$ cat config.mk
export PLATFORM = sky130hd
export DESIGN_NAME = controlador_ejecucion
export DESIGN_NICKNAME = d
export VERILOG_FILES = /design/src/rtl/controlador_ejecucion_pkg.sv /design/src/rtl/controlador_ejecucion_comparador_breakpoint.sv /design/src/rtl/controlador_ejecucion.sv
export SDC_FILE = /design/constraint.sdc
export NUM_CORES = 1
export LEC_CHECK = 0
export BUFFER_PORTS_ARGS = -buffer_cell sky130_fd_sc_hd__buf_2
export CORE_MARGIN = 5
export CORE_UTILIZATION = 52
export CTS_CLUSTER_DIAMETER = 30
export CTS_CLUSTER_SIZE = 25
export DETAILED_ROUTE_END_ITERATION = 8
export HOLD_SLACK_MARGIN = 0.12
export PLACE_DENSITY = 0.9
export SYNTH_ARGS = -nofsm -noshare
export SYNTH_HDL_FRONTEND = slang
export SYNTH_SLANG_ARGS = --single-unit
export TNS_END_PERCENT = 100
$ cat constraint.sdc
create_clock -name clk -period 2.27 [get_ports clk]
set_input_delay 0.454 -clock clk [delete_from_list [all_inputs] [get_ports clk]]
set_output_delay 0.454 -clock clk [all_outputs]
set_load 0.03 [all_outputs]
$ cat src/rtl/controlador_ejecucion_pkg.sv
// rtl/controlador_ejecucion_pkg.sv - state encodings, halt causes and step-length helper for controlador_ejecucion
package controlador_ejecucion_pkg;

    typedef enum logic [1:0] {
        ST_HOLD   = 2'd0,
        ST_HALTED = 2'd1,
        ST_RUN    = 2'd2,
        ST_STEP   = 2'd3
    } estado_t;

    localparam logic [1:0] CAUSA_NINGUNA    = 2'd0;
    localparam logic [1:0] CAUSA_HALT_REQ   = 2'd1;
    localparam logic [1:0] CAUSA_INSTR_HALT = 2'd2;
    localparam logic [1:0] CAUSA_BREAKPOINT = 2'd3;

    // A zero-length burst still executes one instruction.
    function automatic logic [7:0] step_len(input logic [7:0] n);
        return (n == 8'd0) ? 8'd1 : n;
    endfunction

endpackage

$ cat src/rtl/controlador_ejecucion_comparador_breakpoint.sv
// rtl/controlador_ejecucion_comparador_breakpoint.sv - breakpoint match, compiled only with BREAKPOINT_EN
`ifdef BREAKPOINT_EN
module comparador_breakpoint #(
    parameter int ADDR_W = 32
) (
    input  logic [ADDR_W-1:0] pc,
    input  logic [ADDR_W-1:0] bp_addr,
    input  logic              bp_valid,
    input  logic              bp_skip,
    input  logic              en_ejecucion,
    output logic              bp_block
);

    assign bp_block = bp_valid & (pc == bp_addr) & ~bp_skip & en_ejecucion;

endmodule
`endif

$ cat src/rtl/controlador_ejecucion.sv
// rtl/controlador_ejecucion.sv - run/halt/step sequencer gating datapath commits; BREAKPOINT_EN adds a PC breakpoint
module controlador_ejecucion
    import controlador_ejecucion_pkg::*;
#(
    parameter int ADDR_W   = 32,
    parameter int CNT_W    = 32,
    parameter int RST_HOLD = 4,
    parameter int BOOT_RUN = 0
) (
    input  logic              clk,
    input  logic              reset,
`ifdef BREAKPOINT_EN
    input  logic              bp_valid,
    input  logic [ADDR_W-1:0] bp_addr,
`endif
    input  logic              run_req,
    input  logic              halt_req,
    input  logic              step_req,
    input  logic [7:0]        step_count,
    input  logic [ADDR_W-1:0] pc,
    input  logic              instr_halt,
    output logic              commit_en,
    output logic              halted,
    output logic [1:0]        state,
    output logic [1:0]        halt_cause,
    output logic [CNT_W-1:0]  cycle_count,
    output logic [CNT_W-1:0]  instr_count
);

    localparam int HOLD_W = (RST_HOLD > 1) ? $clog2(RST_HOLD) : 1;
    localparam logic [HOLD_W-1:0] HOLD_LAST = HOLD_W'(RST_HOLD - 1);

    estado_t           estado_q, estado_d;
    logic [HOLD_W-1:0] hold_q, hold_d;
    logic [7:0]        rem_q, rem_d;
    logic [1:0]        causa_q, causa_d;
    logic              skip_q, skip_d;
    logic              bp_block;
    logic              en_ejecucion;
    logic [CNT_W-1:0]  ciclos_q, instr_q;

    assign en_ejecucion = (estado_q == ST_RUN) || (estado_q == ST_STEP);

`ifdef BREAKPOINT_EN
    comparador_breakpoint #(.ADDR_W(ADDR_W)) u_comparador_breakpoint (
        .pc           (pc),
        .bp_addr      (bp_addr),
        .bp_valid     (bp_valid),
        .bp_skip      (skip_q),
        .en_ejecucion (en_ejecucion),
        .bp_block     (bp_block)
    );
`else
    logic unused_bp;
    assign bp_block  = 1'b0;
    assign unused_bp = ^{pc, skip_q};
`endif

    // Reset gates the commit combinationally so a mid-run reset never writes state.
    assign commit_en = ~reset & ~bp_block &
                       ((estado_q == ST_RUN) || ((estado_q == ST_STEP) && (rem_q != 8'd0)));

    always_comb begin
        estado_d = estado_q;
        hold_d   = hold_q;
        rem_d    = rem_q;
        causa_d  = causa_q;
        skip_d   = skip_q;
        case (estado_q)
            ST_HOLD: begin
                if (hold_q == HOLD_LAST) begin
                    estado_d = (BOOT_RUN != 0) ? ST_RUN : ST_HALTED;
                end else begin
                    hold_d = hold_q + 1'b1;
                end
            end
            ST_HALTED: begin
                if (step_req) begin
                    estado_d = ST_STEP;
                    rem_d    = step_len(step_count);
                    skip_d   = 1'b1;
                end else if (run_req) begin
                    estado_d = ST_RUN;
                    skip_d   = 1'b1;
                end
            end
            default: begin
                if (commit_en) begin
                    skip_d = 1'b0;
                    if (estado_q == ST_STEP) rem_d = rem_q - 8'd1;
                end
                if (halt_req) begin
                    estado_d = ST_HALTED;
                    causa_d  = CAUSA_HALT_REQ;
                end else if (instr_halt) begin
                    estado_d = ST_HALTED;
                    causa_d  = CAUSA_INSTR_HALT;
                end else if (bp_block) begin
                    estado_d = ST_HALTED;
                    causa_d  = CAUSA_BREAKPOINT;
                end else if ((estado_q == ST_STEP) && commit_en && (rem_q == 8'd1)) begin
                    estado_d = ST_HALTED;
                end
            end
        endcase
    end

    always_ff @(posedge clk) begin
        if (reset) begin
            estado_q <= ST_HOLD;
            hold_q   <= '0;
            rem_q    <= 8'd0;
            causa_q  <= CAUSA_NINGUNA;
            skip_q   <= 1'b0;
        end else begin
            estado_q <= estado_d;
            hold_q   <= hold_d;
            rem_q    <= rem_d;
            causa_q  <= causa_d;
            skip_q   <= skip_d;
        end
    end

    always_ff @(posedge clk) begin
        if (reset) begin
            ciclos_q <= '0;
            instr_q  <= '0;
        end else begin
            ciclos_q <= ciclos_q + 1'b1;
            if (commit_en) instr_q <= instr_q + 1'b1;
        end
    end

    assign halted      = (estado_q == ST_HALTED);
    assign state       = estado_q;
    assign halt_cause  = causa_q;
    assign cycle_count = ciclos_q;
    assign instr_count = instr_q;

endmodule

==> out/summary.txt, run 1 <==
Root Buffer - clkbuf_8
top achievable clock speed - 449.0 MHz
CTS Hold Bufs - 0
die area - 9592 um2
commonest non-fill, non-tap cell in the layout - buf_2
Worst path slowest cell - or4b_4
minimum clock period - 2227 ps
row cnt - 32
status - finished, final reports clean
post-route clock period utilization - 0.9812
Crit Reg-Reg Startpoint - rem_q[1]
initial antenna violation count - 0
cell chain of the critical path - inv_4 > ha_4 > or4b_4 > o21ai_4 > nor2_1 > buf_4
Clock Tree Buf Depth - 2
number of synthesized flops with an enable pin - 0
worst setup path startpoint - rem_q[1]
CP arrival - 1770 ps
area post-placement - 4569 um2
H-tree lvl count - 3
Worst setup SP type - register
sequential area share after synthesis - 0.3883
Leak - 1.914 nW
final setup violation count - 0
Post-DP HPWL - 7093 um
most frequent cells in the layout - 82 x buf_2, 76 x dfxtp_1, 50 x nor2_1, 40 x a21oi_1, 25 x nand2_1
global-route wire length before repair - 16880 um
synth warn - 0
GRT overflow - 0
CTS tree - done
Worst-Margin Slew - 593.5 ps
Hold WC Path Type - in2reg
Most used DFF post-synth - dfxtp_1
cell count after synthesis - 486
Final Hold Viols - 0
reg2reg path depth - 7
TritonCTS Sinks - 78
Core ar. - 7647 um2
synthesized area per cell - 8.274 um2
critical path's top delay family - simple AND/OR/NAND/NOR gates
Synth Register Bits - 78
Netlist Area Pre-Place - 4021 um2
RSZ-0062 raised after global routing - true
Residual DRC - 0
die height - 97.94 um
vias in the first global route - 3794
final core utilization - 0.6307
initial DRC count - 200
Async SR Flop Fraction - 0
vias - 4011
share of layout cells above drive strength 1 - 0.2392
Placer Congestion - 0.8968
ant diodes - 0
I/O pins - 116
Critical Path RT - 1820 ps
maximum VDD drop - 323.5 uV
Num CTS Buffers - 9
Setup CP Type - reg2out
Total GRT Usage - 0.2051
hold_sp - halt_req
Slew HR - 0.6044
1st-pass router iterations - 5
final layout net count - 624
wire length per cell - 14.90 um
cell depth of the worst min-delay path - 2
port bufs - 83
Net Count, Synth - 538
CP max FO - 4
critical path's largest stage delay - 480 ps
clk_skew - 16.57 ps
post-synth cell types - 46
largest net degree at the start of global routing - 42
Clk Latency, worst-skew pair - 350 ps
clock-pin slew on the worst setup and hold paths - 80 ps
chip width - 97.94 um
final slew viol count - 0
Crit path buffers/inverters - 2
CP Depth - 6
PwrDens - 673.4 nW/um2
max cap viols - 0
initial core utilization - 0.5259
fin area - 4823 um2
Avg Vias per Cell - 5.907
Setup crit end kind - output port
ANT nets after route - 0
Layout area overhead - 19.94%
WL final - 10120 um
flip-flops by register name, summed over array words and instances (netlist names):
name,count
cycle_count,32
state,2
halt_cause,2
rem_q,8
instr_count,32
hold_q,2
final timing paths:
path	endpoint	slack, ps
worst max-delay path	commit_en	40
worst min-delay path	halt_cause[1]	330
worst max register to register	rem_q[2]	140
worst min register to register	cycle_count[0]	500
cells by family after synthesis:
| family | after synthesis | share of synthesized area |
|---|---|---|
| and+or+nand+nor | 219 | 0.3037 |
| AOI/OAI and AO/OA | 104 | 0.1587 |
| buffers and inverters | 46 | 0.04823 |
| xor gates and xnor gates | 15 | 0.03267 |
| muxes | 18 | 0.04978 |
| adders and majority gates | 6 | 0.01867 |
| DFF | 78 | 0.3883 |
report_power, final:
part           switching [mW]  total [mW]  internal, mW
sequential             0.0707        1.49          1.42
clock                   0.555       0.998         0.442
combinational           0.433       0.759         0.326
worst register-to-register path, stage by stage, from the launching register on:
cell     delay (ps)
dfxtp_2         360
inv_4            90
ha_4            130
or4b_4          490
buf_4           170
nor4b_4         360
or3_1           300
o32ai_1         120
through the flow:
| step | std cells | power, mW | setup TNS, ps | hold WS [ps] | setup slack, ps |
|---|---|---|---|---|---|
| 2_1_floorplan | 486 | 2.016 | 0 | 464.6 | 177.5 |
| 3_3_place_gp | 660 | 2.181 | 0 | 473.3 | 213.8 |
| 3_5_place_dp | 660 | 2.202 | 0 | 481.7 | 121.3 |
| 4_1_cts | 678 | 3.230 | 0 | 322.0 | 3.506 |
| 5_1_grt | 679 | 3.416 | -24.40 | 336.9 | -24.40 |
| 6_report | 679 | 3.248 | 0 | 333.9 | 42.70 |
synth_stat cells, types with 4 or more instances:
cell | instances | area [um2]
or4_1 | 16 | 120.1
or3_1 | 22 | 137.6
nand4_1 | 18 | 112.6
clkbuf_1 | 19 | 71.32
mux2_1 | 10 | 112.6
xor2_1 | 9 | 78.83
nor2_1 | 50 | 187.7
a21oi_1 | 40 | 200.2
ha_1 | 6 | 75.07
nor4_1 | 6 | 37.54
and4_1 | 8 | 70.07
nor2b_1 | 17 | 106.4
xnor2_1 | 6 | 52.55
o31ai_1 | 12 | 90.09
buf_2 | 5 | 25.02
dfxtp_1 | 78 | 1562
nand3_1 | 21 | 105.1
o21ai_0 | 23 | 115.1
inv_1 | 17 | 63.81
a31oi_1 | 4 | 25.02
mux2_2 | 6 | 67.56
nand2_1 | 25 | 93.84
o41ai_1 | 6 | 52.55
nor3_1 | 18 | 90.09
and3_1 | 8 | 50.05
a211oi_1 | 4 | 30.03
per-layer routing:
layer / routed length, um / global-route usage / share of wire
met1: 4332 / 0.2459 / 0.43
met2: 5035 / 0.3660 / 0.50
met3: 645 / 0.03857 / 0.064
met4: 102 / 0.07029 / 0.010
met5: 0 / 0 / 0
cell type report:
cell class                 instances  area (um2)
inverter                          17       66.31
sequential                        78        1564
timing repair buffer             104       575.6
fill                             645        2824
tap                              102       127.6
clock inverter                     6       51.30
clock buffer                      10       137.6
multi-input combinational        362        2301
what timing repair did:
action                     CTS  global route
gates resized for setup      6             7
pin swaps                    1             0
buffers inserted             2             1
setup endpoints to repair    1             2
(Power assumes the default switching activity.)
==> run 2, diff against run 1 <==
CORE_UTILIZATION = 50   (was 52)
PLACE_DENSITY = 0.87   (was 0.9)
SKIP_CTS_REPAIR_TIMING = 1   (was not set)
==> run 2 against run 1 <==
The run now ends with negative setup slack left. Power is 5.9% higher. Sequential cell count stayed put. Fmax is 3.8% lower. Register-to-register slack hardly changed. Worst setup slack worse by 88 ps. Critical path type unchanged.
==> out/summary.txt, run 2 (same netlist as run 1, synthesis figures left out) <==
final slew viol count - 0
minimum clock period - 2316 ps
post-route clock period utilization - 1.020
Placer Congestion - 0.8704
Total GRT Usage - 0.2016
most frequent cells in the layout - 83 x buf_2, 78 x dfxtp_1, 50 x nor2_1, 40 x a21oi_1, 25 x nand2_1
Core ar. - 7767 um2
Setup CP Type - reg2out
Sw Share - 0.2925
I/O pins - 116
TritonCTS Sinks - 78
Leak - 1.939 nW
Sequential Power Share - 0.432
CP arrival - 1860 ps
ANT nets after route - 0
internal power - 2.434 mW
WL final - 10120 um
clock-pin slew on the worst setup and hold paths - 80 ps
port bufs - 83
fin cells - 679
Worst-Margin Slew - 571.5 ps
Post-DP HPWL - 7221 um
clk_skew - 10.03 ps
CTS tree - done
final core utilization - 0.6245
Sw Pwr - 1.006 mW
wire length per cell - 14.91 um
global-route wire length before repair - 16910 um
Final Hold Viols - 0
die height - 99.68 um
Avg Vias per Cell - 5.932
Residual DRC - 0
RSZ-0062 raised after global routing - true
CP max FO - 4
die area - 9936 um2
ant diodes - 0
area post-placement - 4592 um2
H-tree lvl count - 3
final setup violation count - 1
clock share of power - 0.367
commonest non-fill, non-tap cell in the layout - buf_2
Clock Tree Buf Depth - 2
pre-CTS WS - 60.13 ps
setup_tns - -45.77 ps
Slew HR - 0.6155
Critical Path RT - 1820 ps
initial antenna violation count - 0
initial core utilization - 0.5177
final layout net count - 624
row cnt - 32
Root Buffer - clkbuf_8
max cap viols - 0
1st-pass router iterations - 5
combinational group share of total power - 0.202
Layout area overhead - 20.63%
vias in the first global route - 3665
placed cell count - 663
Setup crit end kind - output port
largest net degree at the start of global routing - 39
vias - 4028
Hold WC Path Type - in2reg
Clk Latency, worst-skew pair - 350 ps
Design Power - 3.441 mW
fin area - 4851 um2
Num CTS Buffers - 9
PwrDens - 709.3 nW/um2
GRT overflow - 0
Worst setup SP type - register
status - finished, violations left
initial DRC count - 194
maximum VDD drop - 282.0 uV
top achievable clock speed - 431.8 MHz
worst hold slack - 329.6 ps
chip width - 99.68 um
fin worst setup slack - -45.77 ps
share of layout cells above drive strength 1 - 0.2340
failing checks - negative setup slack
## run 2: changes by cell type in the layout (fill, tap and decap cells not counted), moves of 2 or more
cell | previous run | this run
a211o_2 | 0 | 2
a211o_1 | 3 | 1
dfxtp_2 | 2 | 0
clkinv_4 | 0 | 2
bufinv_16 | 0 | 3
dfxtp_1 | 76 | 78
inv_6 | 2 | 0
## run 2: worst max-delay path, stage by stage (launching register included)
cell and delay, ps:
dfxtp_1 340, inv_2 80, ha_1 170, or4b_4 510, o21ai_2 170, nor2_1 50, buf_2 180
## run 2: final timing paths
check / cells past startpoint / start / endpoint / slack, ps
setup / recovery: 6 / rem_q[1] / commit_en / -50
hold / removal: 2 / halt_req / halt_cause[1] / 330
setup reg to reg: 4 / instr_count[7] / instr_count[24] / 150
hold reg to reg: 1 / cycle_count[0] / cycle_count[0] / 500
## run 2: final cells by class
cell class | count | area, um2
clock inverter | 7 | 122.6
multi-input combinational | 362 | 2278
tap | 102 | 127.6
fill | 682 | 2917
timing repair buffer | 104 | 573.1
clock buffer | 9 | 123.9
inverter | 17 | 63.81
sequential | 78 | 1562
## run 2: per-layer routing
metal  vias to the layer above  share of wire  global-route usage
li1                       1963              -                   -
met1                      1930           0.44              0.2638
met2                       120           0.49              0.3268
met3                        15          0.056             0.03997
met4                         0          0.016             0.07773
met5                         -              0                   0
## run 2: power by group through the flow
stage / Clock (mW) / Sequential, mW / Combinational, mW
finish: 1.26 / 1.49 / 0.694
global route: 1.35 / 1.49 / 0.771
CTS: 1.30 / 1.48 / 0.673
detailed placement: 0 / 1.51 / 0.670
global placement: 0 / 1.51 / 0.653
floorplan: 0 / 1.53 / 0.488
==> run 3, diff against run 2 <==
ABC_AREA = 1   (was not set)
CTS_BUF_LIST = sky130_fd_sc_hd__clkbuf_16   (was not set)
PLACE_DENSITY = 0.86   (was 0.87)
==> run 3 against run 2 <==
The run now ends clean. First-iteration DRC count rose by 16%. Routed wire length grew 12%. Die area grew 11%. Clock skew shrank 1.6 ps. Via count is 16% higher. Fmax rose by 10%. Area after synthesis increased by 12%. Largest power group unchanged.
==> out/summary.txt, run 3 <==
status - finished, final reports clean
share of the synthesized area in the top cell type - 0.3467
CTS tree - done
clk_skew - 8.398 ps
share of layout cells above drive strength 1 - 0.1689
Netlist Area Pre-Place - 4504 um2
final slew viol count - 0
post-route clock period utilization - 0.9259
Synth Register Bits - 78
synth warn - 0
Num CTS Buffers - 9
Worst setup SP type - register
sequential area share after synthesis - 0.3467
minimum clock period - 2102 ps
Root Buffer - clkbuf_16
CP max FO - 9
max cap viols - 0
fin cells - 913
post-synth cell types - 38
I/O pins - 116
Total GRT Usage - 0.2127
setup_tns - 0 ps
CP arrival - 1650 ps
Leak - 2.236 nW
clock-pin slew on the worst setup and hold paths - 60 ps
largest net degree at the start of global routing - 57
Async SR Flop Fraction - 0
Clock Tree Buf Depth - 2
Setup CP Type - reg2out
RSZ-0062 raised after global routing - false
maximum VDD drop - 650.3 uV
placed cell count - 898
commonest cells in the netlist - 227 x nand2_1, 109 x nor2_1, 78 x dfxtp_1, 69 x inv_1, 47 x a21oi_1
Setup crit end kind - output port
synthesized area per cell - 6.309 um2
top post-synthesis cells by area - dfxtp_1 35%, nand2_1 19%, nor2_1 9.1%
fin worst setup slack - 168.3 ps
Residual DRC - 0
die height - 104.9 um
number of synthesized flops with an enable pin - 0
Net Count, Synth - 766
Worst-Margin Slew - 618.7 ps
vias in the first global route - 4305
Final Hold Viols - 0
most frequent cells in the layout - 227 x nand2_1, 109 x nor2_1, 83 x buf_2, 78 x dfxtp_1, 68 x inv_1
final layout net count - 853
Critical Path RT - 1820 ps
Slew HR - 0.5876
Clk Latency, worst-skew pair - 330 ps
1st-pass router iterations - 4
top achievable clock speed - 475.8 MHz
ant diodes - 0
row cnt - 34
Avg Vias per Cell - 5.129
die area - 11010 um2
cell count after synthesis - 714
chip width - 104.9 um
PwrDens - 769.3 nW/um2
most frequent cell after synthesis - nand2_1
global-route wire length before repair - 19750 um
Core ar. - 8763 um2
Layout area overhead - 18.50%
wire length per cell - 12.38 um
ANT nets after route - 0
Hold WC Path Type - in2reg
vias - 4683
Synth area leader - dfxtp_1
H-tree lvl count - 3
commonest non-fill, non-tap cell in the layout - nand2_1
port bufs - 83
TritonCTS Sinks - 78
GRT overflow - 0
initial DRC count - 226
flop-to-flop setup slack - 470 ps
initial antenna violation count - 0
Post-DP HPWL - 8411 um
pre-CTS WS - 452.8 ps
Most used DFF post-synth - dfxtp_1
Placer Congestion - 0.9178
initial core utilization - 0.5140
WL final - 11310 um
final setup violation count - 0
==> run 3: cell count changes after synthesis, moves of 8 or more <==
cell      previous run  this run
and4_1               8         0
clkbuf_1            19         6
inv_1               17        69
mux2_1              10         0
nand2_1             25       227
nand3_1             21        37
nand3b_1             2        16
nand4_1             18        10
nor2_1              50       109
nor2b_1             17         0
o31ai_1             12         0
or3_1               22         0
or4_1               16         0
==> run 3: metrics by stage <==
stage               power (mW)  instance area [um2]  hold WS (ps)  utilization
finish                   4.106                 5338         395.9       0.6091
global route             4.383                 5338         401.5       0.6091
CTS                      4.136                 5338         389.9       0.6091
detailed placement       2.634                 5034         453.3       0.5744
global placement         2.614                 5034         443.0       0.5744
floorplan                2.427                 4504         439.6            -
==> run 3: logic make-up after synthesis <==
group                      Yosys count  share of synthesized area
DFF                                 78                     0.3467
and+or+nand+nor                    451                     0.4444
AOI/OAI and AO/OA                   80                    0.09333
buffers and inverters               87                    0.07556
xor gates and xnor gates            12                    0.02333
adders and majority gates            6                    0.01667
==> run 3: cell type report <==
cell class                 count  area, um2
fill                         845       3426
multi-input combinational    549       2603
sequential                    78       1562
timing repair buffer          88      452.9
inverter                      75      281.5
clock buffer                   9      225.2
tap                          108      135.1
clock inverter                 6      78.83
==> run 3: critical path, cell delays in order, from the launching register on <==
cell and delay [ps]:
dfxtp_1 340, inv_2 80, ha_1 210, nand2_1 60
nor2_1 50, nand2_2 110, nand3_4 160, inv_2 100
buf_2 190
==> run 3: layer usage <==
metal | vias to the layer above | track usage | part of all wire
li1 | 2451 | - | -
met1 | 2074 | 0.2730 | 0.44
met2 | 143 | 0.3512 | 0.47
met3 | 15 | 0.05302 | 0.071
met4 | 0 | 0.06758 | 0.016
met5 | - | 0 | 0
==> run 3: final timing paths <==
check,startpoint,depth (start not counted),end
max,rem_q[0],8,commit_en
min,halt_req,3,halt_cause[0]
max reg2reg,cycle_count[0],9,cycle_count[20]
min reg2reg,rem_q[7],2,rem_q[7]
==> run 3: report_power, final <==
part / internal [mW] / leakage, nW / switching, mW
clock network: 0.947 / 0.156 / 0.553
registers: 1.47 / 0.631 / 0.0883
logic: 0.371 / 1.45 / 0.682
